$ cat src/rtl/pipe_stage_skid.sv
// Parametrised valid/ready pipeline-stage register with an optional 2-entry skid buffer,
// synchronous flush, debug hold and a saturating stall counter.
module pipe_stage_skid #(
    parameter int unsigned DATA_W = 110,
    parameter int unsigned SKID   = 1,
    parameter int unsigned CNT_W  = 16
) (
    input  logic              clk,
    input  logic              rst_n,
    input  logic              flush,
    input  logic              hold,
    input  logic              in_valid,
    output logic              in_ready,
    input  logic [DATA_W-1:0] in_data,
    output logic              out_valid,
    input  logic              out_ready,
    output logic [DATA_W-1:0] out_data,
    output logic [1:0]        occupancy,
    output logic [CNT_W-1:0]  stall_cnt
);

    localparam bit HAS_SKID = (SKID != 0);

    typedef enum logic [1:0] {
        S_EMPTY = 2'd0,
        S_ONE   = 2'd1,
        S_TWO   = 2'd2
    } state_t;

    state_t              r_state;
    state_t              w_state_nxt;
    logic [DATA_W-1:0]   r_main;
    logic [DATA_W-1:0]   r_skid;
    logic [CNT_W-1:0]    r_stall;

    logic                w_in_ready;
    logic                w_out_valid;
    logic                w_in_xfer;
    logic                w_out_xfer;
    logic                w_load_main_in;
    logic                w_load_main_skid;
    logic                w_load_skid;

    assign w_in_xfer  = in_valid & w_in_ready;
    assign w_out_xfer = w_out_valid & out_ready;

    always_ff @(posedge clk or negedge rst_n) begin
        if (!rst_n) begin
            r_state <= S_EMPTY;
        end else begin
            r_state <= w_state_nxt;
        end
    end

    // hold needs no explicit term here: it forces both handshakes low, so nothing moves.
    always_comb begin
        w_state_nxt      = r_state;
        w_load_main_in   = 1'b0;
        w_load_main_skid = 1'b0;
        w_load_skid      = 1'b0;
        if (flush) begin
            w_state_nxt = S_EMPTY;
        end else begin
            unique case (r_state)
                S_EMPTY: begin
                    if (w_in_xfer) begin
                        w_state_nxt    = S_ONE;
                        w_load_main_in = 1'b1;
                    end
                end
                S_ONE: begin
                    if (w_in_xfer && w_out_xfer) begin
                        w_load_main_in = 1'b1;
                    end else if (w_in_xfer && HAS_SKID) begin
                        w_state_nxt = S_TWO;
                        w_load_skid = 1'b1;
                    end else if (w_out_xfer) begin
                        w_state_nxt = S_EMPTY;
                    end
                end
                S_TWO: begin
                    if (w_out_xfer) begin
                        w_state_nxt      = S_ONE;
                        w_load_main_skid = 1'b1;
                    end
                end
                default: w_state_nxt = S_EMPTY;
            endcase
        end
    end

    always_comb begin
        w_out_valid = ~hold & (r_state != S_EMPTY);
        if (HAS_SKID) begin
            w_in_ready = rst_n & ~hold & (r_state != S_TWO);
        end else begin
            w_in_ready = rst_n & ~hold & ((r_state == S_EMPTY) | out_ready);
        end
        unique case (r_state)
            S_ONE:   occupancy = 2'd1;
            S_TWO:   occupancy = 2'd2;
            default: occupancy = 2'd0;
        endcase
    end

    always_ff @(posedge clk or negedge rst_n) begin
        if (!rst_n) begin
            r_main <= '0;
            r_skid <= '0;
        end else if (flush) begin
            r_main <= '0;
            r_skid <= '0;
        end else begin
            if (w_load_main_in) begin
                r_main <= in_data;
            end else if (w_load_main_skid) begin
                r_main <= r_skid;
            end
            if (w_load_skid) begin
                r_skid <= in_data;
            end
        end
    end

    always_ff @(posedge clk or negedge rst_n) begin
        if (!rst_n) begin
            r_stall <= '0;
        end else if (w_out_valid && !out_ready && !flush && (r_stall != '1)) begin
            r_stall <= r_stall + CNT_W'(1);
        end
    end

    assign in_ready  = w_in_ready;
    assign out_valid = w_out_valid;
    assign out_data  = r_main;
    assign stall_cnt = r_stall;

endmodule

$ cat config.mk
export PLATFORM = sky130hd
export DESIGN_NAME = pipe_stage_skid
export DESIGN_NICKNAME = d
export VERILOG_FILES = /design/src/rtl/pipe_stage_skid.sv
export SDC_FILE = /design/constraint.sdc
export NUM_CORES = 1
export LEC_CHECK = 0
export CAP_MARGIN = 20
export CORE_MARGIN = 3
export CORE_UTILIZATION = 55
export DETAILED_ROUTE_END_ITERATION = 8
export DONT_BUFFER_PORTS = 1
export GPL_TIMING_DRIVEN = 0
export HOLD_SLACK_MARGIN = 0.1
export PLACE_DENSITY = 0.7
export SYNTH_ARGS = -nofsm -noshare
export SYNTH_HDL_FRONTEND = slang
export SYNTH_SLANG_ARGS = --single-unit
export TNS_END_PERCENT = 10
$ cat constraint.sdc
create_clock -name clk -period 1.8 [get_ports clk]
set_input_delay 0.36 -clock clk [delete_from_list [all_inputs] [get_ports clk]]
set_output_delay 0.36 -clock clk [all_outputs]
set_load 0.005 [all_outputs]
==> impl_metrics.py <==
metrics = {
    "clocking": {
        "clock_sinks": 238,
        "clk_latency_ps": 520,
        "cts-root-buf": "clkbuf_16",
        "cts.path.max_buffers": 3,
        "cts_tree": "done",
        "cts_buffers": 26,
        "htreeDepth": 1,
        "cts_hold_buf": 111,
        "path_clk_slew_ps": 60,
    },
    "hold_path": {
        "min_path_type": "primary input to async pin",
    },
    "synthesis": {
        "synth_area_leaders": "dfrtp_1 (57%), nand2_1 (12%), mux2i_1 (11%)",
        "syn_nets": 1175,
        "syn_area_sq_um": 10390,
        "synth_area_leader_cell": "dfrtp_1",
        "postSynthCellCount": 1058,
        "ys_ff_latch": 238,
        "yosys_most_used_dff": "dfrtp_1",
        "synth-edff-count": 0,
        "synth_top_cell_area_share_pct": 57.31,
        "synth.distinct_cells": 41,
        "ys_warn_count": 0,
        "seq_area_frac_synth_pct": 57.31,
        "synth_async_sr_flop_share_pct": 100.0,
        "avgSynthCellArea_sq_um": 9.823,
    },
    "global_routing": {
        "grt_use_total_pct": 25.96,
        "antenna_found_initial": 1,
        "grt_pass1_wl_um": 43220,
        "grt_pass1_vias": 8337,
        "overflow": 0,
        "grt_max_degree": 243,
    },
    "placed_design": {
        "io_buffers": 0,
        "dp_hpwl_um": 17390,
        "placed_cells": 1287,
        "gp_congestion": 0.7931,
    },
    "sta": {
        "fmax_mhz": 557.6,
        "hold_viol_final": 238,
        "rsz0062_at_grt": "true",
        "period_share_pct": 99.63,
        "max_slew_margin_pct": 52.97,
        "worst_pin_slew_ps": 705.4,
        "slew_viol_final": 0,
        "setup_viol": 0,
        "period_needed_ps": 1793,
        "fin_worst_skew_ps": 10.95,
        "whs_ps": -460.1,
    },
    "routing": {
        "wl_per_cell_um": 19.05,
        "drc": 0,
        "vias_per_cell": 5.676,
        "via_count": 8224,
        "first_pass_iters": 5,
        "routed_wl_um": 27610,
        "drt-initial-drc-count": 396,
        "ant_nets": 0,
    },
    "worst_setup_path": {
        "r2r-start": "r_state[1]$_DFFE_PN0P_",
        "worst-path-buf-inv": 0,
        "cp_max_fo": 6,
        "rr_worst_depth": 6,
        "worstPathArrival_ps": 1430,
        "critical_path_class": "flip-flop to primary output",
        "startpoint_type": "flip-flop",
        "reg2reg_slack_ps": 20,
        "crit_family": "flip-flops",
        "critical_path_depth": 2,
        "crit_path_end_kind": "primary output",
        "slowest_stage": "dfrtp_2",
        "crit_chain": "and2b_4, nor3b_4",
        "endpoint": "in_ready",
        "cpPeakStageDelay_ps": 460,
        "crit_path_start": "r_state[1]$_DFFE_PN0P_",
        "required_ps": 1440,
        "r2r_end": "out_data[29]$_DFFE_PN0P_",
    },
    "power": {
        "cellLeakagePower_nw": 6.093,
        "vdd_drop_max_v": 0.0007563,
        "totalPowerFinal_mw": 11.40,
        "p_per_area_nw_per_um2": 888.1,
    },
    "die": {
        "fp.dieW_um": 143.5,
        "core_sq_um": 18270,
        "rows": 49,
        "die_h_um": 143.5,
        "die_area_sq_um": 20580,
        "start_util_pct": 56.88,
        "io_pins": 246,
    },
    "cells_and_area": {
        "fillers": 1338,
        "nets": 1319,
        "layout-drive-gt1-share_pct": 10.43,
        "area_growth_pct": 23.56,
        "seq_area_sq_um": 5964,
        "mostFrequentLayoutCell": "nand2_1",
        "finalNonFillerCells": 1449,
        "multi_input_area_sq_um": 4111,
        "mostFrequentLayoutCells": "nand2_1 (340), dfrtp_1 (231), a21oi_1 (115), dlygate4sd3_1 (111), o21ai_1 (110)",
    },
    "status": {
        "status": "finished with violations",
        "violations": "negative hold slack",
    },
    "flow_run": {
        "maxCapViolations": 0,
    },
}
-- metrics by stage --
step / TNS (ps) / utilization [%] / setup WS, ps / cell area [sq um]
finish: 0 / 70.28 / 6.612 / 12840
global route: -725.3 / 70.27 / -47.61 / 12840
CTS: -9185 / 69.25 / -134.6 / 12650
detailed placement: -36050 / 58.45 / -366.4 / 10680
global placement: -28710 / 58.45 / -288.7 / 10680
floorplan: 0 / - / 99.51 / 10390
-- how the worst min path moves through the flow --
stage               startpoint                        end  slack, ps  cells after the start
global placement         rst_n  stall_cnt[13]$_DFFE_PN0P_         70                      0
CTS                      rst_n  stall_cnt[13]$_DFFE_PN0P_       -480                      0
finish                   rst_n  stall_cnt[13]$_DFFE_PN0P_       -460                      0
global route             rst_n  stall_cnt[13]$_DFFE_PN0P_       -490                      0
floorplan                rst_n    out_data[0]$_DFFE_PN0P_         60                      0
detailed placement       rst_n  stall_cnt[13]$_DFFE_PN0P_         70                      0
-- where the power goes --
group / switching (mW) / total [mW] / internal, mW / leakage, nW
Clock: 2.07 / 5.11 / 3.03 / 0.396
Combinational: 0.396 / 0.760 / 0.364 / 2.40
Sequential: 0.0963 / 5.54 / 5.44 / 3.30
Total: 2.57 / 11.4 / 8.84 / 6.09
-- registers in the layout, indices dropped and copies added, names as in the netlist --
signal / cells
r_skid: 110
r_state: 2
stall_cnt: 16
out_data: 110
-- cells in the mapped netlist, types with 2 or more instances --
cell      instances
buf_2            37
nand2b_1          3
xor2_1            7
nor2b_1           3
nand3_1           5
o21ai_0           2
o21ai_1         110
nor4b_2           2
nand4_1           5
mux2_1            2
nor4_4            2
clkbuf_1         27
dfrtp_1         238
xnor2_1           4
a31oi_1           3
buf_4            11
and3_1            3
a21oi_1         115
inv_1             3
nand2_1         340
mux2i_1         110
nor4_2            2
a41oi_1           4
and2_1            2
nor3b_1           2
-- cell type report --
type                            count  share of cell area [%]
Sequential cell                   238                   46.45
Multi-Input combinational cell    741                   32.02
Timing Repair Buffer              116                   8.945
Clock buffer                       38                   5.895
Buffer                             76                   3.868
Tap cell                          229                   2.231
Clock inverter                      6                  0.4677
Inverter                            3                 0.08769
Antenna cell                        2                 0.03897
-- cell families after synthesis --
logic type	count (synthesis)	synth area share, %
fa+ha+maj	1	0.1204
flops	238	57.31
xor+xnor	11	0.9270
mux	112	10.81
simple gates	381	15.47
buf+inv	79	3.696
compound gates	236	11.67
-- worst reg2reg max path: stages, from the launching register on --
cell	delay, ps
dfrtp_2	440
and4bb_2	280
nand2_1	90
clkbuf_4	260
buf_4	270
mux2i_1	250
o21ai_1	80
-- metal layers --
layer,wire length [um],global-route usage (%),vias to the layer above
met5,0,0,-
met1,11340,34.59,4045
met2,13290,42.23,277
li1,-,-,3841
met4,974,8.969,0
met3,2009,6.023,61
-- repair_timing --
action,in CTS,in global routing
gates cloned,0,0
setup buffers,0,5
endpoints found under the hold margin,459,238
pin swaps,0,4
setup endpoints to repair,204,222
resized for setup,16,64
No activity file was read; power rests on OpenSTA's default activity.
